<file path="src/rtl/adder_share_arb.sv">
// Two requesters time-share one adder/comparator behind a round-robin arbiter.
// Latency: accept in cycle c, response valid in cycle c+2. Throughput is one op per cycle.
// Backpressure: a full, unpopped result slot stalls the issue register and drops both request readies.

// Combinational add/subtract with carry, signed overflow and a one-hot compare select.
module logic_adder #(
    parameter int XLEN = 32
) (
    input  logic [XLEN-1:0] a_i,
    input  logic [XLEN-1:0] b_i,
    input  logic            sub_i,
    input  logic [5:0]      sel_i,
    output logic [XLEN-1:0] sum_o,
    output logic            flag_o,
    output logic            cout_o,
    output logic            ovf_o
);
    logic [XLEN-1:0] b_x;
    logic [XLEN:0]   full;
    logic            eq;
    logic            ltu;
    logic            lt;

    assign b_x    = b_i ^ {XLEN{sub_i}};
    assign full   = {1'b0, a_i} + {1'b0, b_x} + {{XLEN{1'b0}}, sub_i};
    assign sum_o  = full[XLEN-1:0];
    assign cout_o = full[XLEN];
    assign ovf_o  = (a_i[XLEN-1] == b_x[XLEN-1]) & (sum_o[XLEN-1] != a_i[XLEN-1]);

    // Compare results are read off the subtraction: zero sum, borrow, sign xor overflow.
    assign eq  = (sum_o == '0);
    assign ltu = ~cout_o;
    assign lt  = sum_o[XLEN-1] ^ ovf_o;

    // Select one compare result; unknown encodings give 0.
    always_comb begin
        flag_o = 1'b0;
        case (sel_i)
            6'b000001: flag_o = eq;
            6'b000010: flag_o = ~eq;
            6'b000100: flag_o = ltu;
            6'b001000: flag_o = ~ltu;
            6'b010000: flag_o = lt;
            6'b100000: flag_o = ~lt;
            default:   flag_o = 1'b0;
        endcase
    end
endmodule

module adder_share_arb #(
    parameter int XLEN = 32
) (
    input  logic            clk_i,
    input  logic            rst_ni,
    input  logic            flush_i,
    input  logic            rq0_valid_i,
    output logic            rq0_ready_o,
    input  logic [XLEN-1:0] rq0_a_i,
    input  logic [XLEN-1:0] rq0_b_i,
    input  logic            rq0_sub_i,
    input  logic [5:0]      rq0_sel_i,
    input  logic            rq1_valid_i,
    output logic            rq1_ready_o,
    input  logic [XLEN-1:0] rq1_a_i,
    input  logic [XLEN-1:0] rq1_b_i,
    input  logic            rq1_sub_i,
    input  logic [5:0]      rq1_sel_i,
    output logic            rs0_valid_o,
    input  logic            rs0_ready_i,
    output logic [XLEN-1:0] rs0_sum_o,
    output logic            rs0_flag_o,
    output logic            rs0_cout_o,
    output logic            rs0_ovf_o,
    output logic            rs1_valid_o,
    input  logic            rs1_ready_i,
    output logic [XLEN-1:0] rs1_sum_o,
    output logic            rs1_flag_o,
    output logic            rs1_cout_o,
    output logic            rs1_ovf_o
);
    logic            run_q;
    logic            ptr_q, ptr_d;
    logic            s1_vld_q, s1_vld_d;
    logic            s1_id_q;
    logic [XLEN-1:0] s1_a_q, s1_b_q;
    logic            s1_sub_q;
    logic [5:0]      s1_sel_q;
    logic [1:0]      slot_vld_q, slot_vld_d;
    logic [XLEN-1:0] slot_sum_q [2];
    logic [1:0]      slot_flag_q, slot_cout_q, slot_ovf_q;

    logic [XLEN-1:0] add_sum;
    logic            add_flag, add_cout, add_ovf;
    logic [1:0]      rq_vld, pop, grant, rq_rdy;
    logic            retire, s1_free, accept, acc_id;

    assign rq_vld = {rq1_valid_i, rq0_valid_i};
    assign pop    = slot_vld_q & {rs1_ready_i, rs0_ready_i};

    // The only adder; its inputs come straight from the issue register.
    logic_adder #(.XLEN(XLEN)) u_adder (
        .a_i    (s1_a_q),
        .b_i    (s1_b_q),
        .sub_i  (s1_sub_q),
        .sel_i  (s1_sel_q),
        .sum_o  (add_sum),
        .flag_o (add_flag),
        .cout_o (add_cout),
        .ovf_o  (add_ovf)
    );

    // Retire/arbitrate/accept decisions and next-state for the valid bits and pointer.
    always_comb begin
        retire     = s1_vld_q & (~slot_vld_q[s1_id_q] | pop[s1_id_q]);
        s1_free    = ~s1_vld_q | retire;
        grant[0]   = rq_vld[0] & (~ptr_q | ~rq_vld[1]);
        grant[1]   = rq_vld[1] & (ptr_q | ~rq_vld[0]);
        // run_q keeps readies low during reset and on the first edge after release.
        rq_rdy     = grant & {2{s1_free & run_q & ~flush_i}};
        accept     = |rq_rdy;
        acc_id     = rq_rdy[1];
        ptr_d      = ptr_q;
        s1_vld_d   = s1_vld_q;
        slot_vld_d = slot_vld_q & ~pop;
        if (retire) begin
            slot_vld_d[s1_id_q] = 1'b1;
            s1_vld_d            = 1'b0;
        end
        if (accept) begin
            s1_vld_d = 1'b1;
            ptr_d    = ~acc_id;
        end
        if (flush_i) begin
            s1_vld_d   = 1'b0;
            slot_vld_d = 2'b00;
            ptr_d      = 1'b0;
        end
    end

    // Control state: valids, round-robin pointer and the out-of-reset marker.
    always_ff @(posedge clk_i or negedge rst_ni) begin
        if (!rst_ni) begin
            run_q      <= 1'b0;
            ptr_q      <= 1'b0;
            s1_vld_q   <= 1'b0;
            slot_vld_q <= 2'b00;
        end else begin
            run_q      <= 1'b1;
            ptr_q      <= ptr_d;
            s1_vld_q   <= s1_vld_d;
            slot_vld_q <= slot_vld_d;
        end
    end

    // Issue register loads only on accept, so adder inputs stay put otherwise.
    always_ff @(posedge clk_i or negedge rst_ni) begin
        if (!rst_ni) begin
            s1_id_q  <= 1'b0;
            s1_a_q   <= '0;
            s1_b_q   <= '0;
            s1_sub_q <= 1'b0;
            s1_sel_q <= '0;
        end else if (accept) begin
            s1_id_q  <= acc_id;
            s1_a_q   <= acc_id ? rq1_a_i   : rq0_a_i;
            s1_b_q   <= acc_id ? rq1_b_i   : rq0_b_i;
            s1_sub_q <= acc_id ? rq1_sub_i : rq0_sub_i;
            s1_sel_q <= acc_id ? rq1_sel_i : rq0_sel_i;
        end
    end

    // Result slots capture adder outputs when the issue register retires into them.
    always_ff @(posedge clk_i or negedge rst_ni) begin
        if (!rst_ni) begin
            slot_sum_q[0] <= '0;
            slot_sum_q[1] <= '0;
            slot_flag_q   <= 2'b00;
            slot_cout_q   <= 2'b00;
            slot_ovf_q    <= 2'b00;
        end else if (retire && !flush_i) begin
            slot_sum_q[s1_id_q]  <= add_sum;
            slot_flag_q[s1_id_q] <= add_flag;
            slot_cout_q[s1_id_q] <= add_cout;
            slot_ovf_q[s1_id_q]  <= add_ovf;
        end
    end

    assign rq0_ready_o = rq_rdy[0];
    assign rq1_ready_o = rq_rdy[1];
    assign rs0_valid_o = slot_vld_q[0];
    assign rs0_sum_o   = slot_sum_q[0];
    assign rs0_flag_o  = slot_flag_q[0];
    assign rs0_cout_o  = slot_cout_q[0];
    assign rs0_ovf_o   = slot_ovf_q[0];
    assign rs1_valid_o = slot_vld_q[1];
    assign rs1_sum_o   = slot_sum_q[1];
    assign rs1_flag_o  = slot_flag_q[1];
    assign rs1_cout_o  = slot_cout_q[1];
    assign rs1_ovf_o   = slot_ovf_q[1];
endmodule

</file>
<file path="config.mk">
export PLATFORM = sky130hd
export DESIGN_NAME = adder_share_arb
export DESIGN_NICKNAME = d
export VERILOG_FILES = /design/src/rtl/adder_share_arb.sv
export SDC_FILE = /design/constraint.sdc
export NUM_CORES = 1
export LEC_CHECK = 0
export BUFFER_PORTS_ARGS = -buffer_cell sky130_fd_sc_hd__buf_2
export CAP_MARGIN = 20
export CORE_MARGIN = 2
export CORE_UTILIZATION = 44
export DETAILED_ROUTE_END_ITERATION = 10
export HOLD_SLACK_MARGIN = 0.05
export PLACE_DENSITY = 0.74
export SLEW_MARGIN = 20
export SYNTH_ARGS = -nofsm -noshare
export SYNTH_HDL_FRONTEND = slang
export SYNTH_HIERARCHICAL = 1
export SYNTH_SLANG_ARGS = --single-unit
export TNS_END_PERCENT = 50
</file>
<file path="constraint.sdc">
create_clock -name clk_i -period 4.21 [get_ports clk_i]
set_input_delay 0.2105 -clock clk_i [delete_from_list [all_inputs] [get_ports clk_i]]
set_output_delay 0.2105 -clock clk_i [all_outputs]
set_load 0.02 [all_outputs]
</file>
## Yosys cells after proc, flatten, opt, wreduce, memory -nomap -nowiden

Cells that the tools add are included.

- Bits in registers: 147
- Input bits: 149
- Output and inout port bits: 74

- Add/sub/neg operators: 2
- Order comparisons: 4
- Equality and inequality tests: 8
- Mux-type cells: 24
- Bitwise gates (word level): 28
- Reductions and logical operators: 8

Operator list:

| operator | number |
|---|---|
| 2-to-1 mux 32 bit | 3 |
| bitwise mux 64 bit | 1 |
| adder 32 x 32 -> 33 bit | 1 |
| adder 33 x 1 -> 33 bit | 1 |
| demux 32 bit (select 1 bit) | 1 |
| logical NOT 32 bit | 1 |
| XOR 32 bit | 1 |
| 2-to-1 mux 1 bit | 11 |
| inverter 1 bit | 10 |
| AND 1 bit | 6 |
| AND 2 bit | 3 |
| bitwise mux 2 bit | 3 |
| equality test 6 x 1 -> 1 bit (second input constant) | 1 |
| equality test 6 x 2 -> 1 bit (second input constant) | 1 |
| equality test 6 x 3 -> 1 bit (second input constant) | 1 |
| equality test 6 x 4 -> 1 bit (second input constant) | 1 |
| equality test 6 x 5 -> 1 bit (second input constant) | 1 |
| equality test 6 bit (second input constant) | 1 |
| 2-to-1 mux 6 bit | 1 |
| case mux 1 bit (6 select lines) | 1 |
| 2-to-1 mux 2 bit | 2 |
| bitwise OR 1 bit | 4 |
| logical AND 1 bit | 3 |
| nonzero test 3 bit | 1 |
| other kinds (14) | 14 |

## Logic depth before layout (Yosys ltp)

- Word-level depth: 12
- Depth in mapped cells: 16

## Hierarchy

The synthesis kept the hierarchy.

By module, submodules not included:

| module | times used | cells each | area each (sq um) | sequential area each (sq um) |
|---|---|---|---|---|
| adder_share_arb | 1 | 613 | 6872.8 | 3678.5 |
| logic_adder | 1 | 375 | 2652.5 | 0.0 |

## Worst setup path after synthesis

No wires, ideal clock.

- Kind: reg2reg
- Start point: register s1_sub_q
- End point: register slot_flag_q[1]
- Setup time: 0.065 ns
- Data arrival time: 3.979 ns
- Data required time: 4.145 ns
- Slack: 0.166 ns
- Cell stages (with the launch flop): 16
- Buffers on the path: 2
- Cell sequence: dfrtp_1 buf_2 buf_1 xor2_1 ha_1 nor2b_1 o21a_1 or3_1 a2111oi_0 or4b_1 nor4b_2 nand4b_1 nor4_2 mux2_1 o21ai_1 mux2_2

- Word-level cells in the longest chain between the ends: 9
- Elaborated cells on any way between the ends: 13
- Those cells by class: add/sub (2); eq/ne (2); mux (2); bitwise (6); reduce/logical (1)

Ends and longest elaborated chain:

| what | line | RTL |
|---|---|---|
| from (decl) | 86 | `logic s1_sub_q;` |
| from (signal assigned) | 167 | `s1_sub_q <= acc_id ? rq1_sub_i : rq0_sub_i;` |
| XOR 32 bit | 24 | `assign b_x = b_i ^ {XLEN{sub_i}};` |
| adder 32 x 32 -> 33 bit | 25 | `assign full = {1'b0, a_i} + {1'b0, b_x} + {{XLEN{1'b0}}, sub_i};` |
| adder 33 x 1 -> 33 bit | 25 |  |
| != test 1 bit | 28 | `assign ovf_o = (a_i[XLEN-1] == b_x[XLEN-1]) & (sum_o[XLEN-1] != a_i[XLEN-1]);` |
| AND 1 bit | 28 |  |
| XOR 1 bit | 33 | `assign lt = sum_o[XLEN-1] ^ ovf_o;` |
| inverter 1 bit | 44 | `6'b100000: flag_o = ~lt;` |
| case mux 1 bit (6 select lines) (*) | 38 | `case (sel_i)` |
| net add_flag | 93 | `logic add_flag, add_cout, add_ovf;` |
| bitwise mux 2 bit (*) | 182 | `slot_flag_q[s1_id_q] <= add_flag;` |
| to (signal, indexed assignment) | 182 |  |
| to (decl) | 90 | `logic [1:0] slot_flag_q, slot_cout_q, slot_ovf_q;` |

Mark *: on every way through the listed nets, which the timed path passes. The rest lies on a longest branch.
A chain may end at the register's enable or synchronous reset.

## Worst setup path in the final report

- Start point: register s1_sub_q
- End point: register slot_flag_q[0]

The elaborated chain is that of the path after synthesis.

==> impl_metrics.py <==
metrics = {
    "place": {
        "place_hpwl_um": 21200,
        "placed_area_um2": 10800,
        "gp_congestion": 0.959,
        "portBuffers": 222,
    },
    "global_route": {
        "first_global_vias": 8424,
        "grt_max_degree": 77,
        "grt_use_total_pct": 25.7,
        "antenna_found_initial": 0,
        "grt_pass1_wl_um": 45700,
        "grt_overflow_total": 0,
    },
    "synth": {
        "synth_nets": 1172,
        "synth_commonest_cells": "dfrtp_1 (147), o21ai_0 (87), nand3_1 (83), a31oi_1 (76), a41oi_1 (73)",
        "ys_ff_latch": 147,
        "syn_area_per_cell_um2": 9.64,
        "synth_area_leaders": "dfrtp_1 (39%), mux2_2 (8.4%), a41oi_1 (6.7%)",
        "synth-edff-count": 0,
        "synthArstFlopShare_pct": 100,
        "synthDistinctLibCells": 77,
        "yosysWarnings": 6,
        "synth.cell_area_um2": 9530,
        "syn_inst": 988,
        "synth-seq-area-share_pct": 38.6,
        "synthFlopType": "dfrtp_1",
        "synth_top_area_share_pct": 38.6,
        "yosysMostFrequentCell": "dfrtp_1",
        "synth_top_area_cell": "dfrtp_1",
    },
    "layout": {
        "nets": 1394,
        "nFillCells": 1890,
        "multi_input_area_um2": 5520,
        "drive_above_1_share_pct": 33.6,
        "final-seq-area_um2": 3680,
        "syn_to_final_growth_pct": 25.9,
        "fin_util_pct": 56.7,
        "finalInstanceArea_um2": 12000,
        "diodes": 0,
    },
    "cts": {
        "cts.sinks": 147,
        "insertion_delay_ns": 0.43,
        "cts_tree": "done",
        "cts_buffers": 17,
        "path_clk_slew_ns": 0.07,
        "h-tree-depth": 4,
        "cts_root_buffer": "clkbuf_16",
        "cts_max_path_buffers": 2,
    },
    "pwr": {
        "power_leakage_nw": 5.17,
        "seq_power_share_pct": 27.0,
        "pwr_density_cell_nw_per_um2": 672,
        "switching_share_pct": 42.6,
        "irDropWorstVdd_uv": 275,
        "pwr-share-comb_pct": 53.4,
        "p_int_w": 0.00462,
        "p_sw_w": 0.00343,
        "pwr-share-clk_pct": 19.6,
    },
    "routing": {
        "drt_iter0_drc": 768,
        "viasPerCell": 6.14,
        "wirelength_um": 29700,
        "dr_total_vias": 9201,
        "drt_first_pass_iters": 5,
        "postRouteAntennaNets": 0,
        "drc": 0,
        "avgRoutedWirePerCell_um": 19.9,
    },
    "worst_setup_path": {
        "startpoint_type": "register",
        "end_kind": "register",
        "critPathMaxStageDelay_ns": 0.53,
        "ff2ff_setup_slack_ns": 0.11,
        "cp_num_buf_inv": 1,
        "worst_ep_arrival_time_ns": 4.47,
        "worst_path_max_delay_cell": "or4b_4",
        "path_depth": 14,
        "worstPathRequired_ns": 4.58,
        "crit_family": "simple AND/OR/NAND/NOR gates",
        "path_class": "reg2reg",
        "reg2reg_depth": 14,
        "crit_path_max_fanout": 17,
        "path_cells": "buf_12 > mux2i_4 > fa_2 > nor2b_1 > o21a_1 > or3_1 > a2111oi_4 > or4b_4 > nor4b_4 > nand4b_1 > nor4_4 > mux2_1 > o21ai_1 > mux2_2",
    },
    "sta": {
        "skew_ns": 0.0114,
        "period_minus_slack_ns": 4.10,
        "rsz0062_at_grt": "no",
        "setup_viol": 0,
        "report.final.slew_viol_count": 0,
        "hold_violations": 0,
        "slew_headroom_pct": 28.0,
        "period_share_pct": 97.5,
        "fmax_ghz": 0.244,
        "tightestPinTransition_ns": 1.08,
    },
    "min_path": {
        "min_path_type": "in2reg",
        "holdPathStages": 3,
    },
    "floorplanning": {
        "dieArea_um2": 22800,
        "initial_utilization_pct": 45.0,
        "ioPinCount": 223,
        "die_w_um": 151,
        "core-area_um2": 21200,
        "die_h_um": 151,
        "rows": 53,
    },
    "flow_run": {
        "cap_violations": 0,
    },
    "run_status": {
        "status": "finished, final reports clean",
    },
}
## placed cells by master (no fill, tap or decap), types with 33 or more instances in the layout
cell type / instances
a31oi_1: 76
nand3_1: 83
xor2_1: 41
nand2_1: 33
buf_2: 221
dfrtp_1: 146
o21ai_0: 85
mux2_2: 71
a41oi_1: 73
buf_4: 42
## through the flow
stage / power, W / setup TNS [ns] / worst slack (ns) / instances / hold WS, ns
after detailed placement: 0.00624 / -0.370 / -0.189 / 1429 / 0.288
after floorplan: 0.00484 / 0 / 0.166 / 988 / -0.0851
after global placement: 0.00618 / -0.0175 / -0.00964 / 1429 / 0.283
after CTS: 0.00790 / 0 / 0.0402 / 1494 / 0.0500
after global routing: 0.00856 / 0 / 0.00224 / 1498 / 0.0554
final: 0.00805 / 0 / 0.107 / 1498 / 0.0591
## worst paths after layout
path | from | end
hold / removal | rq0_b_i[30] | s1_b_q[30]
setup / recovery | s1_sub_q | slot_flag_q[0]
hold reg to reg | rs0_sum_o[30] | rs0_sum_o[30]
max in group asynchronous | rst_ni | rs0_sum_o[24]
min in group asynchronous | rst_ni | rs0_sum_o[2]
setup reg to reg | s1_sub_q | slot_flag_q[0]
## registers in the layout, indices dropped and copies added, names as in the netlist
register	cells
s1_vld_q	1
slot_ovf_q	2
slot_vld_q	2
s1_sub_q	1
slot_cout_q	2
slot_flag_q	2
run_q	1
ptr_q	1
rs0_sum_o	32
s1_b_q	32
s1_a_q	32
s1_sel_q	6
s1_id_q	1
rs1_sum_o	32
## metal layers
metal	vias up	share of wire, %	global-route usage [%]
met5	-	0	0
met4	0	1.8	7.20
met3	43	7.0	4.43
met2	447	46	39.8
met1	4449	45	37.1
li1	4262	-	-
## repair_timing
item,in CTS,in global routing
pin swaps,2,11
gates resized for setup,9,26
setup buffers,1,4
endpoints found under the hold margin,100,0
endpoints found under the setup margin,2,2
hold buffers,32,0
## worst reg2reg max path, delay by kind of cell, from the launching register on
| family | cells | cell delay (ns) |
|---|---|---|
| fa+ha+maj | 1 | 0.25 |
| buf+inv | 1 | 0.18 |
| simple gates | 6 | 1.77 |
| compound gates | 3 | 0.69 |
| flops | 1 | 0.45 |
| mux | 3 | 0.71 |
## power by group through the flow
stage / clock network [W] / logic (W) / registers [W]
after global placement: 0 / 0.00400 / 0.00218
after global routing: 0.00165 / 0.00468 / 0.00223
after floorplan: 0 / 0.00232 / 0.00252
after CTS: 0.00159 / 0.00414 / 0.00217
after detailed placement: 0 / 0.00404 / 0.00220
final: 0.00158 / 0.00430 / 0.00218
## cells by family (layout without fill, tap and decap cells)
logic type / after synthesis / in the layout / synth area share [%]
muxes: 78 / 78 / 9.18
and+or+nand+nor: 221 / 221 / 12.6
other: 1 / 1 / 0.0394
buffers and inverters: 111 / 346 / 5.61
adders and majority gates: 35 / 35 / 4.68
DFF: 147 / 147 / 38.6
xor gates and xnor gates: 52 / 52 / 4.78
AOI/OAI and AO/OA: 343 / 343 / 24.5
## final cells by class
type / count / share of cell area (%)
clock buffer: 20 / 3.81
clock inverter: 12 / 1.28
inverter: 17 / 0.532
multi-input combinational: 730 / 46.0
sequential: 147 / 30.7
tap: 275 / 2.87
timing repair buffer: 297 / 14.8
No activity file was read; power rests on OpenSTA's default activity.
